File: config.mk
export PLATFORM = sky130hd
export DESIGN_NAME = csr_commit_queue
export DESIGN_NICKNAME = d
export VERILOG_FILES = /design/src/rtl/csr_commit_queue.sv
export SDC_FILE = /design/constraint.sdc
export NUM_CORES = 1
export LEC_CHECK = 0
export BUFFER_PORTS_ARGS = -buffer_cell sky130_fd_sc_hd__buf_2
export CORE_MARGIN = 2
export CORE_UTILIZATION = 33
export CTS_CLUSTER_SIZE = 8
export DETAILED_ROUTE_END_ITERATION = 10
export SETUP_SLACK_MARGIN = 0.02
export SYNTH_ARGS = -nofsm -noshare
export SYNTH_HDL_FRONTEND = slang
export SYNTH_SLANG_ARGS = --single-unit
File: constraint.sdc
create_clock -name clk_i -period 4.1 [get_ports clk_i]
set_input_delay 0.205 -clock clk_i [delete_from_list [all_inputs] [get_ports clk_i]]
set_output_delay 0.205 -clock clk_i [all_outputs]
set_load 0.01 [all_outputs]
File: src/rtl/csr_commit_queue.sv
// Multi-lane CSR commit buffer: compacts live commit lanes into an in-order FIFO,
// coalesces consecutive fflag-only records and drains one record per cycle.
module csr_commit_queue #(
    parameter int unsigned XLEN     = 64,
    parameter int unsigned CHANNELS = 2,
    parameter int unsigned DEPTH    = 4
) (
    input  logic                     clk_i,
    input  logic                     arst_n_i,
    input  logic [CHANNELS-1:0]      in_valid_i,
    input  logic [CHANNELS*XLEN-1:0] in_csrdata_i,
    input  logic [CHANNELS*12-1:0]   in_csrindex_i,
    input  logic [CHANNELS-1:0]      in_csren_i,
    input  logic [CHANNELS-1:0]      in_mret_i,
    input  logic [CHANNELS-1:0]      in_sret_i,
    input  logic [CHANNELS*5-1:0]    in_fflag_i,
    input  logic [CHANNELS-1:0]      in_fflagen_i,
    output logic                     in_ready_o,
    output logic                     out_valid_o,
    output logic [XLEN-1:0]          out_csrdata_o,
    output logic [11:0]              out_csrindex_o,
    output logic                     out_csren_o,
    output logic                     out_mret_o,
    output logic                     out_sret_o,
    output logic                     out_fflagen_o,
    output logic [4:0]               out_fflag_o,
    input  logic                     out_ready_i,
    output logic                     empty_o
);

    localparam int unsigned PW = (DEPTH > 1) ? $clog2(DEPTH) : 1;
    localparam int unsigned CW = $clog2(DEPTH + 1);

    typedef struct packed {
        logic            valid;
        logic            csren;
        logic            mret;
        logic            sret;
        logic            fflagen;
        logic [4:0]      fflag;
        logic [11:0]     index;
        logic [XLEN-1:0] data;
    } entry_t;

    entry_t          mem_q [DEPTH];
    entry_t          mem_d [DEPTH];
    logic [PW-1:0]   rptr_q, rptr_d;
    logic [PW-1:0]   wptr_q, wptr_d;
    logic [CW-1:0]   count_q, count_d;
    logic [CW-1:0]   alloc;
    logic [PW-1:0]   prev_slot;
    logic            prev_ff;
    logic            pop;
    logic            live;
    logic            rec_ff;
    entry_t          rec;
    entry_t          head;

    function automatic logic [PW-1:0] ptr_inc(input logic [PW-1:0] p);
        return (p == PW'(DEPTH - 1)) ? '0 : p + PW'(1);
    endfunction

    function automatic logic [PW-1:0] ptr_dec(input logic [PW-1:0] p);
        return (p == '0) ? PW'(DEPTH - 1) : p - PW'(1);
    endfunction

    function automatic logic fflag_only(input entry_t e);
        return e.fflagen & ~e.csren & ~e.mret & ~e.sret;
    endfunction

    assign head        = mem_q[rptr_q];
    assign in_ready_o  = (count_q <= CW'(DEPTH - CHANNELS));
    assign empty_o     = (count_q == '0);
    assign out_valid_o = head.valid;

    // Idle fields read as zero so a stale slot never leaks onto the bus
    always_comb begin
        out_csrdata_o  = '0;
        out_csrindex_o = '0;
        out_csren_o    = 1'b0;
        out_mret_o     = 1'b0;
        out_sret_o     = 1'b0;
        out_fflagen_o  = 1'b0;
        out_fflag_o    = '0;
        if (head.valid) begin
            out_csrdata_o  = head.data;
            out_csrindex_o = head.index;
            out_csren_o    = head.csren;
            out_mret_o     = head.mret;
            out_sret_o     = head.sret;
            out_fflagen_o  = head.fflagen;
            out_fflag_o    = head.fflag;
        end
    end

    // Pop head, then walk lanes oldest-first, merging fflag-only records into the previous one
    always_comb begin
        mem_d     = mem_q;
        rptr_d    = rptr_q;
        wptr_d    = wptr_q;
        alloc     = '0;
        live      = 1'b0;
        rec_ff    = 1'b0;
        rec       = '0;
        pop       = head.valid & out_ready_i;
        prev_slot = ptr_dec(wptr_q);
        // The tail is off-limits for merging when it is the head leaving this cycle
        prev_ff   = (count_q != '0) && fflag_only(mem_q[prev_slot])
                    && !(pop && (count_q == CW'(1)));

        if (pop) begin
            mem_d[rptr_q].valid = 1'b0;
            rptr_d              = ptr_inc(rptr_q);
        end

        for (int l = 0; l < int'(CHANNELS); l++) begin
            rec.valid   = 1'b1;
            rec.csren   = in_csren_i[l];
            rec.mret    = in_mret_i[l];
            rec.sret    = in_sret_i[l] & ~in_mret_i[l];
            rec.fflagen = in_fflagen_i[l];
            rec.fflag   = in_fflag_i[l*5 +: 5];
            rec.index   = in_csrindex_i[l*12 +: 12];
            rec.data    = in_csrdata_i[l*XLEN +: XLEN];
            rec_ff      = fflag_only(rec);
            live        = in_valid_i[l] & in_ready_o
                          & (rec.csren | rec.mret | rec.sret | rec.fflagen);
            if (live) begin
                if (rec_ff && prev_ff) begin
                    mem_d[prev_slot].fflag = mem_d[prev_slot].fflag | rec.fflag;
                end else begin
                    mem_d[wptr_d] = rec;
                    prev_slot     = wptr_d;
                    wptr_d        = ptr_inc(wptr_d);
                    alloc         = alloc + CW'(1);
                    prev_ff       = rec_ff;
                end
            end
        end

        count_d = count_q + alloc - CW'(pop);
    end

    always_ff @(posedge clk_i or negedge arst_n_i) begin
        if (!arst_n_i) begin
            rptr_q  <= '0;
            wptr_q  <= '0;
            count_q <= '0;
            for (int i = 0; i < int'(DEPTH); i++) begin
                mem_q[i] <= '0;
            end
        end else begin
            rptr_q  <= rptr_d;
            wptr_q  <= wptr_d;
            count_q <= count_d;
            for (int i = 0; i < int'(DEPTH); i++) begin
                mem_q[i] <= mem_d[i];
            end
        end
    end

endmodule
-- After elaboration in Yosys (flattened, before gate mapping)
Cells that the tools add are included.
W data, S select, Z words.
- output and inout bits: 88
- input bits: 175
- bits in registers: 351
- logic and storage cells: 164
- bitwise operators: 38
- muxes and demuxes: 55
- eq/ne operators: 4
- magnitude comparators: 11
- reduce and logical (&&, ||, !) cells: 14
- add/sub/neg operators: 7
- operators with widths (kind ; count):
    $bwmux W344 ; 5
    $mux W344 ; 5
    $demux W86 S2 ; 5
    $bmux W86 S2 ; 4
    $mux W81 ; 6
    $mux W86 ; 5
    $mux W85 ; 2
    $mux W64 ; 1
    $mux W2 ; 10
    $and A1 B1 Y1 ; 16
    $ge A3 B3 Y1 const B ; 5
    $lt A3 B1 Y1 const B ; 5
    $not A2 Y3 ; 5
    $mux W12 ; 1
    $logic_and A1 B1 Y1 ; 10
    $or A5 B5 Y5 ; 2
    $not A1 Y1 ; 9
    $mux W1 ; 8
    $add A2 B1 Y2 const B ; 3
    $eq A2 B2 Y1 const B ; 3
    $mux W3 ; 2
    $or A1 B1 Y1 ; 6
    $mux W5 ; 1
    $add A3 B1 Y3 const B ; 1
    other kinds (9) ; 9

-- Depth between registers and ports, before layout
Gate-level depths: netlist (run 1).
- depth after elaboration: 23
- mapped depth: 20
- depth with buffers taken out: 16

-- Worst setup path after synthesis (run 1)
No wires, ideal clock.
- path kind: reg2reg
- start: reg wptr_q[0]
- end: reg count_q[2]
- cell stages (with the launch flop): 19
- data arrival time: 3.642 ns
- library setup time: 0.080 ns
- required time: 4.020 ns
- clock period less this slack: 3.722 ns
- buffers on the path: 3
- slack: 0.378 ns
- cell sequence: dfrtp_1 -> buf_2 -> inv_1 -> ha_1 -> clkbuf_1 -> clkinv_1 -> nand3_1 -> nand3_4 -> o21ai_4 -> inv_2 -> buf_2 -> ha_1 -> a31oi_1 -> ha_1 -> inv_1 -> ha_1 -> fa_1 -> xnor2_1 -> xnor2_1
- word-level cells in the longest chain between the ends: 20
- elaborated cells between the ends (all ways): 26
- those cells by class: 4 x add/sub; 10 x mux; 7 x bitwise; 5 x reduce/logical
- ends and longest elaborated chain (item ; RTL line ; RTL):
    start, declared ; 48 ; logic [PW-1:0] wptr_q, wptr_d;
    start signal, assigned ; 154 ; wptr_q <= wptr_d;
    $sub A2 B1 Y2 / $logic_not A2 Y1 (equally long branches) ; 64 ; return (p == '0) ? PW'(DEPTH - 1) : p - PW'(1);
    $mux W2 (*) ; 64 ;
    $not A2 Y3 (not written as such) (*) ; 108 ; prev_ff = (count_q != '0) && fflag_only(mem_q[prev_slot])
    $bmux W86 S2 (*) ; 108 ;
    $mux W85 (not written as such) (*) (2 in a row) ; 108 ;
    $not A1 Y1 ; 68 ; return e.fflagen & ~e.csren & ~e.mret & ~e.sret;
    $and A1 B1 Y1 (2 in a row) ; 68 ;
    $and A1 B1 Y1 (*) ; 68 ;
    (+3 left out) ; n/a ;
    $mux W1 ; 129 ; if (rec_ff && prev_ff) begin
    $mux W1 ; 128 ; if (live) begin
    $add A3 B1 Y3 / $logic_and A1 B1 Y1 (equally long branches) ; 135, 129 ;
    $mux W3 ; 129 ;
    $mux W3 (*) ; 128 ;
    $add A3 B3 Y3 (*) ; 141 ; count_d = count_q + alloc - CW'(pop);
    $sub A3 B1 Y3 (*) ; 141 ;
    via count_d[2] ; 49 ; logic [CW-1:0] count_q, count_d;
    end signal, assigned ; 155 ; count_q <= count_d;
    end, declared ; 49 ;
The timed path passes the listed nets; every way through them passes the cells marked *. The select of a mux whose other input is x is not followed.
A chain may end at the register's enable or synchronous reset.

==> impl_metrics.csv, run 1 <==
group,metric,value,unit
timing,fmax,259,MHz
logic_synthesis,synthMuxAreaShare,18.8,%
logic_synthesis,synth_top_family_by_area,"multiplexers",
pwr,peakVddDrop,0.447,mV
logic_synthesis,synth_common_cells,"nand2_1 (499), dfrtp_1 (351), nor2_1 (190)",
timing,slew_violations,0,
finish,finalNetCount,2688,
floorplan,die_area,61600,um2
placement,gp_congestion,0.891,
logic_synthesis,synthSimpleGateAreaFrac,17.7,%
floorplan,initial_core_util,33.3,%
finish,post-route-util,43.3,%
timing,period_needed,3.86,ns
drt,drcViolationCount,0,
drt,drt-initial-drc-count,1525,
setup_path,startpoint,"rptr_q[1]$_DFFE_PN0P_",
logic_synthesis,yosysTopAreaCell,"dfrtp_1",
placement,dp_cells,2983,
setup_path,critical_path_class,"reg2reg",
floorplan,die_w,248,um
run_status,outcome,"finished, final reports clean",
placement,dp_hpwl,40000,um
clock_network,cts_root_buffer,"clkbuf_16",
logic_synthesis,synth.area.top_cells,"dfrtp_1 (45%), mux4_2 (10%), nand2_1 (9.5%)",
flow_run,max-cap-violations,0,
global_route,antenna_found_initial,1,
setup_path,path_max_fanout,13,
finish,areaGrowthSynthToFinish,29.8,%
clock_network,insertion_delay,0.59,ns
finish,drive_gt1_share,20.2,%
pwr,p_leak,11.3,nW
logic_synthesis,ys_seq_area_share,44.6,%
pwr,powerDensity,795,nW/um2
logic_synthesis,syn_avg_cell_area,9.56,um2
drt,drt-total-wl,69000,um
setup_path,required,4.57,ns
timing,finalHoldViolations,0,
drt,antenna_left,0,
logic_synthesis,syn_area,19700,um2
floorplan,die_y,248,um
logic_synthesis,yosys.area_share.adder,1.31,%
logic_synthesis,synthXorXnorAreaFrac,0.0890,%
global_route,grt_max_degree,106,
finish,instances_no_fill,3276,
drt,viasPerCell,5.50,
logic_synthesis,synth-compound-area-share,12.5,%
floorplan,fp-row-count,89,
timing,finalSetupViolations,0,
timing,fin_setup_tns,0,ns
timing,maxSlewHeadroom,33.1,%
timing,grt_setup_unrepaired,"false",
setup_path,worstPathArrival,4.33,ns
global_route,gr-total-overflow,0,
clock_network,htreeDepth,2,
logic_synthesis,synth_warnings,0,
logic_synthesis,synth_ff_type,"dfrtp_1",
global_route,grtUsageTotal,21.8,%
placement,portBuffers,262,
logic_synthesis,ys_ff_latch,351,
clock_network,cts_inserted_buffers,50,
logic_synthesis,synth.distinct_cells,56,
worst_hold_path,min_from,"in_sret_i[1]",
clock_network,cts_tree,"yes",
timing,hold_ws,0.0889,ns
clock_network,cts_sinks,351,
global_route,grt_pass1_vias,18574,
setup_path,start_kind,"flip-flop",
timing,finClkSkew,0.0207,ns
logic_synthesis,synthCells,2058,
drt,first_pass_iters,5,
logic_synthesis,synth-async-reset-ratio,100,%
setup_path,worst_setup_path_end_kind,"flip-flop",
logic_synthesis,synth_top_area_share,44.6,%
setup_path,r2r_start,"rptr_q[1]$_DFFE_PN0P_",
global_route,grt_pass1_wl,105000,um
logic_synthesis,synth.most_common_cell,"nand2_1",
logic_synthesis,syn_nets,2253,
worst_hold_path,hold_class,"in2reg",
clock_network,path_clk_slew,0.06,ns
timing,finalCritPeriodShare,94.2,%
logic_synthesis,synth_edf_count,0,
floorplan,core,59000,um2
drt,wl_per_cell,21.1,um
drt,num_vias,18005,
floorplan,ioPinCount,263,
timing,tightest_slew,1.00,ns
clock_network,clk_path_buf_depth,3,
layer usage:
metal	share of wire, %	track usage, %
met1	43	29.6
met2	48	35.7
met3	7.7	3.46
met4	2.2	6.74
met5	0	0
cell families (layout without fill, tap and decap cells):
kind of cell,after synthesis,after routing
compound gates,411,411
xor+xnor,2,2
fa+ha+maj,20,20
buf+inv,187,630
flops,351,351
mux,258,258
other cells,0,1
simple gates,829,830
repair_timing:
action                                  in CTS  in global routing
buffers inserted                             0                  6
hold buffers                               221                  0
gates resized for setup                      0                 10
endpoints found under the setup margin       0                 51
endpoints found under the hold margin      435                  0
worst paths after layout:
kind                       slack (ns)  cells after the start              endpoint
hold / removal                   0.09                      4  mem_q[168]$_DFF_PN0_
hold reg to reg                  0.50                      2  mem_q[171]$_DFF_PN0_
max in group asynchronous        2.71                      3  mem_q[294]$_DFF_PN0_
min in group asynchronous        0.28                      2   mem_q[76]$_DFF_PN0_
setup / recovery                 0.24                     13  mem_q[342]$_DFF_PN0_
setup reg to reg                 0.24                     13  mem_q[342]$_DFF_PN0_
layout by cell type, fill, tap and decap left out, types with 4 or more instances in the layout:
cell type      synthesis  layout
a211oi_1               5       4
a21oi_1               24      23
a21oi_2                3       4
a221o_1                7       7
a31oi_1              161     161
and2_1                 4       4
and3_1                 9       7
buf_12                 0      17
buf_2                 54     261
buf_4                 32      39
clkbuf_1              54       6
clkbuf_16              0      54
dfrtp_1              351     348
dlygate4sd3_1          0     221
ha_1                  19      18
inv_1                 21      21
mux2i_1              166     166
mux4_2                88      88
nand2_1              499     497
nand2b_1               4       4
nand3_1                7       7
nand4_1                8       8
nor2_1               190     188
nor2b_1               88      87
nor3_1                 7       7
o21ai_0              142     139
o21ai_1               32      32
o22ai_1               15      15
o2bb2ai_1              5       5
sequential cells by signal (all words and copies together), names as in the netlist:
register,flops
wptr_q,2
count_q,3
rptr_q,2
mem_q,344
per-stage QoR:
stage | setup slack, ns | instance area [um2] | total power, mW
6_report | 0.238 | 25500 | 20.3
5_1_grt | 0.0419 | 25500 | 21.6
4_1_cts | 0.0392 | 25400 | 20.2
3_5_place_dp | 0.433 | 21800 | 15.7
3_3_place_gp | 0.556 | 21800 | 15.4
2_1_floorplan | 0.378 | 19700 | 12.4
layout make-up:
cell class | instances | area, um2
inverter | 23 | 86.3
timing repair buffer | 546 | 4340
multi-input combinational | 1521 | 10000
antenna | 1 | 2.50
clock inverter | 3 | 33.8
fill | 5635 | 33500
sequential | 351 | 8790
tap | 773 | 967
clock buffer | 58 | 1310
critical path: stages, from the launching register on:
cell and delay, ns:
dfrtp_4 0.59, mux2_4 0.36, o2bb2ai_2 0.24, a21oi_4 0.23, nand3_4 0.14, o21ai_4 0.16, buf_4 0.24, nor3_1 0.08
a21oi_2 0.21, ha_1 0.24, nand2_1 0.37, nor2_1 0.22, a31oi_1 0.06, dlygate4sd3_1 0.60
report_power, final:
part	switching, mW	internal, mW	total [mW]
clock network	1.56	2.22	3.78
logic	5.43	4.84	10.3
registers	1.01	5.24	6.26
total	8.01	12.3	20.3
No activity file was read; power rests on OpenSTA's default activity.
==> inputs of run 2 (changes only) <==
--- a/config.mk
+++ b/config.mk
@@ -7,7 +7,7 @@
 export LEC_CHECK = 0
 export BUFFER_PORTS_ARGS = -buffer_cell sky130_fd_sc_hd__buf_2
 export CORE_MARGIN = 2
-export CORE_UTILIZATION = 33
+export CORE_UTILIZATION = 40
 export CTS_CLUSTER_SIZE = 8
 export DETAILED_ROUTE_END_ITERATION = 10
 export SETUP_SLACK_MARGIN = 0.02
==> impl_metrics.csv, run 2 (synthesis gave the netlist of run 1 again) <==
group,metric,value,unit
setup_path,critical_path_class,"reg2reg",
global_route,gr-total-overflow,0,
placement,gp_congestion,0.877,
pwr,seqPwrFrac,31.9,%
finish,mostFrequentLayoutCell,"nand2_1",
global_route,grt_max_degree,122,
finish,instances_no_fill,3117,
timing,finalSetupViolations,0,
pwr,p_leak,11.1,nW
finish,largest_reg_flops,344,
floorplan,die_area,51000,um2
pwr,powerDensity,791,nW/um2
clock_network,cts_root_buffer,"clkbuf_16",
timing,grt_setup_unrepaired,"false",
global_route,grt_pass1_vias,17970,
finish,drive_gt1_share,20.0,%
drt,drt-initial-drc-count,1520,
drt,first_pass_iters,7,
worst_hold_path,hold_class,"in2reg",
setup_path,path_max_fanout,15,
timing,fmax,258,MHz
setup_path,crit_buf_inv,5,
finish,layout_top_registers,"mem_q (344), count_q (3)",
drt,drt-total-wl,64800,um
pwr,peakVddDrop,0.523,mV
clock_network,path_clk_slew,0.05,ns
finish,regMostFlops,"mem_q",
drt,drcViolationCount,0,
finish,post-route-util,50.9,%
timing,slew_violations,0,
placement,portBuffers,262,
clock_network,cts_inserted_buffers,50,
run_status,outcome,"finished, final reports clean",
setup_path,critPathTopFamily,"buffers and inverters",
timing,period_needed,3.87,ns
setup_path,slowest_stage,"dlygate4sd3_1",
floorplan,initial_core_util,40.4,%
timing,maxSlewHeadroom,33.7,%
floorplan,ioPinCount,263,
pwr,fin_total_pwr,19.6,mW
setup_path,crit_path_max_incr_delay,0.59,ns
clock_network,htreeDepth,2,
floorplan,fp-row-count,81,
timing,fin_setup_tns,0,ns
setup_path,crit_chain,"inv_1 -> ha_1 -> nor2b_1 -> mux2i_1 -> nand2_1 -> nand3_4 -> o21ai_4 -> inv_2 -> buf_4 -> nand2_1 -> o21ai_0 -> ha_1 -> and3_4 -> buf_4 -> o21ai_0 -> dlygate4sd3_1",
setup_path,required,4.56,ns
pwr,pwr-share-comb,49.1,%
pwr,p_int,11.9,mW
drt,antenna_left,0,
finish,areaGrowthSynthToFinish,26.2,%
finish,finalNetCount,2638,
placement,place_ws,0.304,ns
drt,viasPerCell,5.61,
pwr,power_frac_clock,19.0,%
drt,num_vias,17484,
pwr,power_switching,7.70,mW
setup_path,start_kind,"flip-flop",
clock_network,insertion_delay,0.59,ns
global_route,antenna_found_initial,3,
floorplan,core,48700,um2
clock_network,cts_tree,"yes",
placement,dp_cells,2869,
placement,dp_hpwl,39100,um
timing,finalCritPeriodShare,94.5,%
timing,finalHoldViolations,0,
setup_path,worstPathArrival,4.33,ns
floorplan,die_y,226,um
floorplan,die_w,226,um
global_route,grt_pass1_wl,102000,um
timing,setup_ws,0.226,ns
flow_run,max-cap-violations,0,
setup_path,worst_setup_path_end_kind,"flip-flop",
global_route,grtUsageTotal,25.6,%
drt,wl_per_cell,20.8,um
finish,mostFrequentLayoutCells,"nand2_1 (496), dfrtp_1 (348), buf_2 (261)",
clock_network,clk_path_buf_depth,3,
clock_network,cts_sinks,351,
timing,finClkSkew,0.0240,ns
timing,tightest_slew,0.994,ns
pwr,swShare,39.2,%
finish,nFillCells,4396,
## run 2: changes by cell type in the layout (fill, tap and decap cells not counted), moves of 3 or more
cell,before,now
buf_12,17,20
buf_16,3,0
buf_4,39,33
clkbuf_16,54,50
diode_2,1,4
dlygate4sd3_1,221,182
## run 2: power groups by stage
stage	clock (mW)	combinational, mW	sequential [mW]
floorplan	0	6.55	5.88
global placement	0	9.13	6.20
detailed placement	0	9.33	6.28
CTS	3.82	9.63	6.25
global route	3.95	10.6	6.47
finish	3.74	9.64	6.27
## run 2: layout make-up
cell class                      instances  area [um2]  share of cell area, %
Clock buffer                           56        1280                   5.17
Sequential cell                       351        8790                   35.4
Clock inverter                          2        46.3                  0.186
Inverter                               23        86.3                  0.348
Tap cell                              664         831                   3.35
Timing Repair Buffer                  497        3790                   15.3
Antenna cell                            4        10.0                 0.0403
Multi-Input combinational cell       1520        9990                   40.2
## run 2: worst min-delay path: stages
cell	delay, ns
buf_2	0.13
a211oi_1	0.06
o22ai_1	0.14
## run 2: worst paths after layout
path                                      start                    to  slack (ns)  cells past startpoint
min in group asynchronous              arst_n_i   mem_q[24]$_DFF_PN0_        0.28                      2
max in group asynchronous              arst_n_i    mem_q[0]$_DFF_PN0_        2.54                      3
max                         wptr_q[0]$_DFF_PN0_  mem_q[150]$_DFF_PN0_        0.23                     16
min reg2reg                mem_q[257]$_DFF_PN0_  mem_q[257]$_DFF_PN0_        0.50                      2
min                               in_fflag_i[2]  mem_q[336]$_DFF_PN0_        0.03                      3
max reg2reg                 wptr_q[0]$_DFF_PN0_  mem_q[150]$_DFF_PN0_        0.23                     16
## run 2: metrics by stage
step,hold WS [ns],instance area [um2]
floorplan,-0.0906,19700
global placement,0.391,21600
detailed placement,0.380,21600
CTS,0.00617,24800
global route,0.0131,24800
finish,0.0327,24800
## run 2: what timing repair did
item | 4_1_cts | 5_1_grt
resized for setup | 0 | 3
hold buffers | 182 | 0
hold endpoints to repair | 450 | 0
endpoints found under the setup margin | 0 | 49
setup buffers | 0 | 4
## run 2: layer usage
| metal | track usage [%] | share of wire [%] | vias up |
|---|---|---|---|
| li1 | - | - | 7942 |
| met1 | 34.6 | 43 | 8650 |
| met2 | 41.9 | 48 | 759 |
| met3 | 4.41 | 6.9 | 133 |
| met4 | 7.99 | 2.4 | 0 |
| met5 | 0 | 0 | - |
